<file path="config.mk">
export PLATFORM = sky130hd
export DESIGN_NAME = romulator_load_ctrl
export DESIGN_NICKNAME = d
export VERILOG_FILES = /design/src/rtl/romulator_load_ctrl.sv
export SDC_FILE = /design/constraint.sdc
export NUM_CORES = 1
export LEC_CHECK = 0
export ABC_AREA = 1
export BUFFER_PORTS_ARGS = -buffer_cell sky130_fd_sc_hd__buf_2
export CORE_MARGIN = 2
export CORE_UTILIZATION = 45
export DETAILED_ROUTE_END_ITERATION = 16
export PLACE_DENSITY = 0.7
export SETUP_SLACK_MARGIN = 0.3
export SYNTH_ARGS = -nofsm -noshare
export SYNTH_HDL_FRONTEND = slang
export SYNTH_SLANG_ARGS = --single-unit
</file>
<file path="constraint.sdc">
create_clock -name clk -period 3.5 [get_ports clk]
set_input_delay 0.7 -clock clk [delete_from_list [all_inputs] [get_ports clk]]
set_output_delay 0.7 -clock clk [all_outputs]
set_load 0.02 [all_outputs]
</file>
<file path="src/rtl/romulator_load_ctrl.sv">
// romulator_load_ctrl
// Boot/reload sequencer for the ROMulator. It holds the target CPU in reset,
// latches the flash image index and runs the SPI flash loader, with a timeout
// on the load. It then hands the shared 64K RAM port to the CPU. A reload
// request reclaims the port and repeats the whole sequence.
//
// Handshake/ownership contract: the RAM port has exactly one owner at a time,
// selected by the registered bus_owner (0 none, 1 loader, 2 CPU). Only the
// owner's strobes and address/data reach the ram_* outputs. With no owner,
// every ram_* output is driven to zero.

module romulator_load_ctrl #(
    parameter int          RESET_HOLD     = 16,
    parameter int          SETTLE_CYCLES  = 4,
    parameter logic [23:0] TIMEOUT_CYCLES = 24'd2000000
) (
    input  logic        clk,
    input  logic        rst,
    input  logic [3:0]  cfg_sel,
    input  logic        reload_req,
    output logic        loader_en,
    output logic [3:0]  loader_cfg,
    input  logic        loader_done,
    input  logic [15:0] ld_addr,
    input  logic [7:0]  ld_din,
    input  logic        ld_cs,
    input  logic        ld_we,
    input  logic [15:0] cpu_addr,
    input  logic [7:0]  cpu_din,
    input  logic        cpu_cs,
    input  logic        cpu_we,
    output logic [15:0] ram_address,
    output logic [7:0]  ram_datain,
    output logic        ram_cs,
    output logic        ram_we,
    output logic        cpu_reset_n,
    output logic [1:0]  bus_owner,
    output logic        load_error,
    output logic        busy
);

    typedef enum logic [2:0] {
        ST_HOLD   = 3'd0,
        ST_LATCH  = 3'd1,
        ST_LOAD   = 3'd2,
        ST_SETTLE = 3'd3,
        ST_RUN    = 3'd4,
        ST_FAULT  = 3'd5
    } state_t;

    localparam logic [1:0]  OWNER_NONE   = 2'd0;
    localparam logic [1:0]  OWNER_LOADER = 2'd1;
    localparam logic [1:0]  OWNER_CPU    = 2'd2;

    localparam logic [15:0] HOLD_LAST    = 16'(RESET_HOLD - 1);
    localparam logic [15:0] SETTLE_LAST  = 16'(SETTLE_CYCLES - 1);
    localparam logic [23:0] TIMEOUT_LAST = TIMEOUT_CYCLES - 24'd1;
    localparam logic [23:0] TCNT_MAX     = 24'hFF_FFFF;

    state_t      state;
    state_t      state_nxt;
    logic [15:0] phase_cnt;     // hold/settle duration, cleared on each state entry
    logic [23:0] timeout_cnt;   // LOAD cycles elapsed, saturating
    logic [3:0]  cfg_s1;
    logic [3:0]  cfg_s2;
    logic        reload_prev;
    logic        reload_rise;

    // A reload is one rising edge of the raw request against its registered copy.
    assign reload_rise = reload_req & ~reload_prev;

    // Next-state selection; reload edges only matter in RUN and FAULT, so edges
    // seen in any other state are simply dropped.
    always_comb begin
        state_nxt = state;
        case (state)
            ST_HOLD:   if (phase_cnt == HOLD_LAST) state_nxt = ST_LATCH;
            ST_LATCH:  state_nxt = ST_LOAD;
            ST_LOAD: begin
                // completion takes priority over a timeout in the same cycle
                if (loader_done)                       state_nxt = ST_SETTLE;
                else if (timeout_cnt == TIMEOUT_LAST)  state_nxt = ST_FAULT;
            end
            ST_SETTLE: if (phase_cnt == SETTLE_LAST) state_nxt = ST_RUN;
            ST_RUN:    if (reload_rise) state_nxt = ST_HOLD;
            ST_FAULT:  if (reload_rise) state_nxt = ST_HOLD;
            default:   state_nxt = ST_HOLD;
        endcase
    end

    // Sequencer state, counters, synchronizers and Moore outputs decoded from
    // the state being entered, so outputs change on the entering edge.
    always_ff @(posedge clk) begin
        if (rst) begin
            state       <= ST_HOLD;
            phase_cnt   <= 16'd0;
            timeout_cnt <= 24'd0;
            cfg_s1      <= 4'd0;
            cfg_s2      <= 4'd0;
            reload_prev <= 1'b0;
            loader_cfg  <= 4'd0;
            loader_en   <= 1'b0;
            cpu_reset_n <= 1'b0;
            bus_owner   <= OWNER_NONE;
            load_error  <= 1'b0;
            busy        <= 1'b1;
        end else begin
            cfg_s1      <= cfg_sel;
            cfg_s2      <= cfg_s1;
            reload_prev <= reload_req;
            state       <= state_nxt;

            if (state_nxt != state) phase_cnt <= 16'd0;
            else                    phase_cnt <= phase_cnt + 16'd1;

            if (state_nxt == ST_LOAD && state != ST_LOAD)
                timeout_cnt <= 24'd0;
            else if (state == ST_LOAD && timeout_cnt != TCNT_MAX)
                timeout_cnt <= timeout_cnt + 24'd1;

            if (state == ST_LATCH) loader_cfg <= cfg_s2;

            loader_en   <= (state_nxt == ST_LOAD);
            cpu_reset_n <= (state_nxt == ST_RUN);
            load_error  <= (state_nxt == ST_FAULT);
            busy        <= (state_nxt != ST_RUN);
            case (state_nxt)
                ST_LOAD: bus_owner <= OWNER_LOADER;
                ST_RUN:  bus_owner <= OWNER_CPU;
                default: bus_owner <= OWNER_NONE;
            endcase
        end
    end

    // RAM port mux driven purely by the registered owner.
    always_comb begin
        ram_address = 16'd0;
        ram_datain  = 8'd0;
        ram_cs      = 1'b0;
        ram_we      = 1'b0;
        case (bus_owner)
            OWNER_LOADER: begin
                ram_address = ld_addr;
                ram_datain  = ld_din;
                ram_cs      = ld_cs;
                ram_we      = ld_we;
            end
            OWNER_CPU: begin
                ram_address = cpu_addr;
                ram_datain  = cpu_din;
                ram_cs      = cpu_cs;
                ram_we      = cpu_we;
            end
            default: begin
                ram_address = 16'd0;
                ram_datain  = 8'd0;
                ram_cs      = 1'b0;
                ram_we      = 1'b0;
            end
        endcase
    end

endmodule

</file>
Word level (Yosys, flattened, before mapping) --
Index checks and enable logic that the tools add are counted.
Cells by class: add/subtract/negate cells 2, equality and inequality tests 17, muxes and demuxes 11, bitwise gates (word level) 2, reduce and logical (&&, ||, !) cells 6
Operators with widths (count):
- $pmux 16 s2 | 1
- $add 24x1->24 const B | 1
- $eq 24x21->1 const B | 1
- $ne 24x24->1 const B | 1
- $add 16x1->16 const B | 1
- $eq 16x2->1 const B | 1
- $eq 16x4->1 const B | 1
- $pmux 8 s2 | 1
- $mux 3 | 5
- $pmux 3 s5 | 1
- $eq 3x3->1 const B | 4
- $eq 3x2->1 const B | 3
- $reduce_or 2->1 | 3
- $pmux 1 s2 | 2
- $pmux 2 s2 | 1
- $eq 3x1->1 const B | 1
- $logic_not 3->1 | 1
- $ne 3x2->1 const B | 1
- $ne 3x3->1 | 1
- $ne 3x3->1 const B | 1
- $eq 2x1->1 const B | 1
- $eq 2x2->1 const B | 1
- $logic_and 1x1->1 | 2
- $and 1x1->1 | 1
- $not 1->1 | 1
Storage, ports and cells: register bits 62, input port bits 60, output and inout bits 36, logic and storage cells 50

Longest topological paths before layout --
depth in word-level cells 7, depth in mapped cells 13, gate-level depth less buffers 12

Worst setup path before layout --
No wires, ideal clock.
path kind register -> output, start register bus_owner[0], end output port ram_address[0], data arrival time 1.588 ns, required time 2.800 ns, path slack 1.212 ns, cell stages (with the launch flop) 6, buffers on the path 2, cells stage by stage dfxtp_1 -> ha_1 -> clkbuf_1 -> clkbuf_1 -> nand2_1 -> a21oi_1
Between the ends: word-level cells in the longest chain between the ends 2, elaborated cells between the ends (all ways) 3, those cells by class 2 x eq/ne; 1 x mux
RTL lines:
- start: declaration | line 37 | output logic [1:0] bus_owner,
- start signal: assignment | line 104 | bus_owner <= OWNER_NONE;
- start signal: assignment | line 128 | ST_LOAD: bus_owner <= OWNER_LOADER;
- start signal: assignment | line 129 | ST_RUN: bus_owner <= OWNER_CPU;
- $eq 2x2->1 or $eq 2x1->1 (tied branches) | line 141 | case (bus_owner)
- $pmux 16 s2 (*) | line 141
- end: declaration | line 32 | output logic [15:0] ram_address,
Mark *: on every way between the ends. The rest lies on a longest branch, timed or not.

Final worst setup path --
start register bus_owner[0], end output port ram_datain[3]
Between the ends: word-level cells in the longest chain between the ends 2, elaborated cells between the ends (all ways) 3, those cells by class 2 x eq/ne; 1 x mux
RTL lines:
- $eq 2x2->1 or $eq 2x1->1 (tied branches) | line 141
- $pmux 8 s2 (*) | line 141
- end: declaration | line 33 | output logic [7:0] ram_datain,
Marked as above.

==> metrics <==
mean routed wirelength per cell 11.5 microns; # H-tree levels 3; P per Cell Area approximately 330 mW/mm^2; die width 92.2 microns; final net count about 680; Routed Antenna Nets 0; CTS Buf Count 9; post-route cell area 0.00421 sq mm; Clock Path Buffers 2; Clock Sinks 61; top_reg_cell synth dfxtp_1; leakage 0.00170 uW; CP peak stage delay 0.71 ns; worst r2r path cells 10; Crit Path Max Fanout 26; initial antenna violation count 0; sequential-to-total area share from yosys stat 0.349; Post-synth ARST share 0; Worst Tran Pin Value 0.833 ns; Max Freq approximately 380 MHz; most frequent cells after synthesis nand2_1, nor2_1, dfxtp_1, inv_1, a21oi_1; number of cells on the critical path 4; Fin. Hold Viols 0; Critical Path Source Type flop; first-pass GRT wire length approximately 14000 microns; # hold bufs at CTS 0; Clock transition at path regs 0.07 ns; Final Core Density 0.550; Slew headroom 0.444; first drt pass iteration count 4; top cells by area, synth dfxtp_1, nand2_1, nor2_1, inv_1, a21oi_1; slowest library cell on the worst path ha_1; port buffer count 95; placed cell area 0.00401 sq mm; share of the synthesized area in the top cell type 0.349; most frequent cell after synthesis nand2_1; post-placement setup slack between 1 and 1.5 ns; drt via density between 4 and 5; RSZ-0062 raised after global routing false; Post-Syn Nets 591; pin count of the biggest net entering global routing 27; pins over their slew limit 0; post-CTS setup buffers 0; area delta synth->final 20.3%; FP Rows 32; drt initial violations 136; Register Area 0.00122 sq mm; synthesized flop and latch total 61; via count 3482; Ant. Diodes 0; synth unique cells 31; CP Launch Point bus_owner[0]; initial core utilization 0.457; Die Ht 92.2 microns; cell accounting for the most synthesized area dfxtp_1; clk_lat worst skew 0.35 ns; critical path data arrival time 1.95 ns; R2R Path Start timeout_cnt[0]; clock root cell clkbuf_8; Final setup viols 0; post-cts sizing count 0; Max-Cap Viols 0; drt total wl 8300 microns; Placer Congestion 0.907; FILL cells 769; Tcrit/Tclk final 0.756; gr usage total 0.203; CTS tree done; dpl hpwl ~6400 microns; fin worst setup slack 0.852 ns; Die Area 0.00850 sq mm; Post-Syn Area per Cell 6.64 sq um; top cell family by delay on the critical path adder cells; Tot Pwr between 1000 and 1500 uW; maximum VDD drop 0.000196 V; cell chain of the critical path ha_1, nand2_1, a21oi_1, buf_2; type of the worst min-delay path flop to flop; status finished clean; Multi-input gate area 0.00195 sq mm; layout cells sized above 1 0.227; Syn Inst Count about 530; Post-Syn Area 0.00350 sq mm; Post-route DRC 0; r2r endpoint timeout_cnt[2]; Post-synth EDFFs 0; setup_tns 0 ns; Worst EP required 2.80 ns; CP bufs+invs 1; clock skew 0.0110 ns; Critical Path Sink ram_datain[3]; Core Region 0.00765 sq mm; gr ovfl total 0; R2R Setup Slk 1.38 ns; crit end category output pin; yosys warns 0; num ports 96; Crit Path Class flop to output pin; number of global-route vias before repair 3202; fin crit period 2.65 ns
layer usage:
layer | global-route usage | vias up | part of all wire
li1 | - | 1845 | -
met4 | 0.0920 | 0 | 0.021
met3 | 0.0386 | 16 | 0.060
met2 | 0.335 | 113 | 0.44
met1 | 0.259 | 1508 | 0.48
met5 | 0 | - | 0
final cells by class:
cell class                      instances  share of cell area
Clock inverter                          7              0.0175
Multi-Input combinational cell        387               0.462
Sequential cell                        61               0.290
Inverter                               62              0.0553
Timing Repair Buffer                   96               0.115
Clock buffer                            9              0.0294
Tap cell                              102              0.0303
placed cells by master, fill, tap and decap left out:
master / count
nand3_1: 25
inv_2: 1
nand2_1: 148
dfxtp_1: 61
clkinv_4: 1
o21ai_0: 10
nor2_1: 64
xnor2_1: 6
a21oi_1: 45
nand3b_1: 2
inv_1: 61
bufinv_16: 1
nor2_4: 1
nor3_1: 20
nand3_4: 1
buf_4: 1
buf_2: 95
nand3_2: 3
ha_1: 4
nand2_2: 4
clkinv_2: 2
or2_2: 1
clkinvlp_4: 1
inv_6: 2
o21bai_1: 2
nand2_4: 2
xor2_1: 18
a211oi_1: 1
nor3_2: 13
nor2_2: 3
nand4_1: 6
and3_1: 6
clkbuf_8: 9
a21boi_0: 2
worst reg2reg max path, cell delays in order, from the launching register on:
cell	delay [ns]
dfxtp_1	0.43
ha_1	0.22
inv_1	0.09
nor2_4	0.16
nand2_1	0.10
nor2_1	0.12
nand2_1	0.08
nand2_2	0.35
inv_2	0.25
nand3_1	0.12
and3_1	0.15
worst min path at each step:
stage / startpoint / end / slack (ns) / cells past startpoint
after detailed placement: cfg_s1[2] / cfg_s2[2] / 0.39 / 2
after CTS: cfg_s1[2] / cfg_s2[2] / 0.40 / 2
after floorplan: cfg_s1[0] / cfg_s2[0] / 0.39 / 2
after global placement: cfg_s1[3] / cfg_s2[3] / 0.39 / 2
final: cfg_s1[1] / cfg_s2[1] / 0.40 / 2
after global routing: cfg_s1[1] / cfg_s2[1] / 0.41 / 2
kinds of logic after synthesis:
kind of cell / count (synthesis) / synth area share
buffers and inverters: 79 / 0.0948
xor gates and xnor gates: 24 / 0.0601
and+or+nand+nor: 299 / 0.392
AOI/OAI and AO/OA: 60 / 0.0894
DFF: 61 / 0.349
adders and majority gates: 4 / 0.0143
sequential cells by signal, indices dropped and copies added, names as in the netlist, 2 cells and up:
register     count
timeout_cnt     24
phase_cnt       16
cfg_s1           4
cfg_s2           4
loader_cfg       4
state            3
bus_owner        2
metrics by stage:
step	hold slack (ns)	cells
CTS	0.404	724
floorplan	0.388	527
global route	0.415	724
global placement	0.392	708
finish	0.403	724
detailed placement	0.393	708
report_power, final:
group	switching, uW	internal [uW]	total [uW]
logic	28.6	31.2	59.8
clock network	303	332	635
registers	3.39	702	705
total	335	1060	1400
No activity file was read; power rests on OpenSTA's default activity.
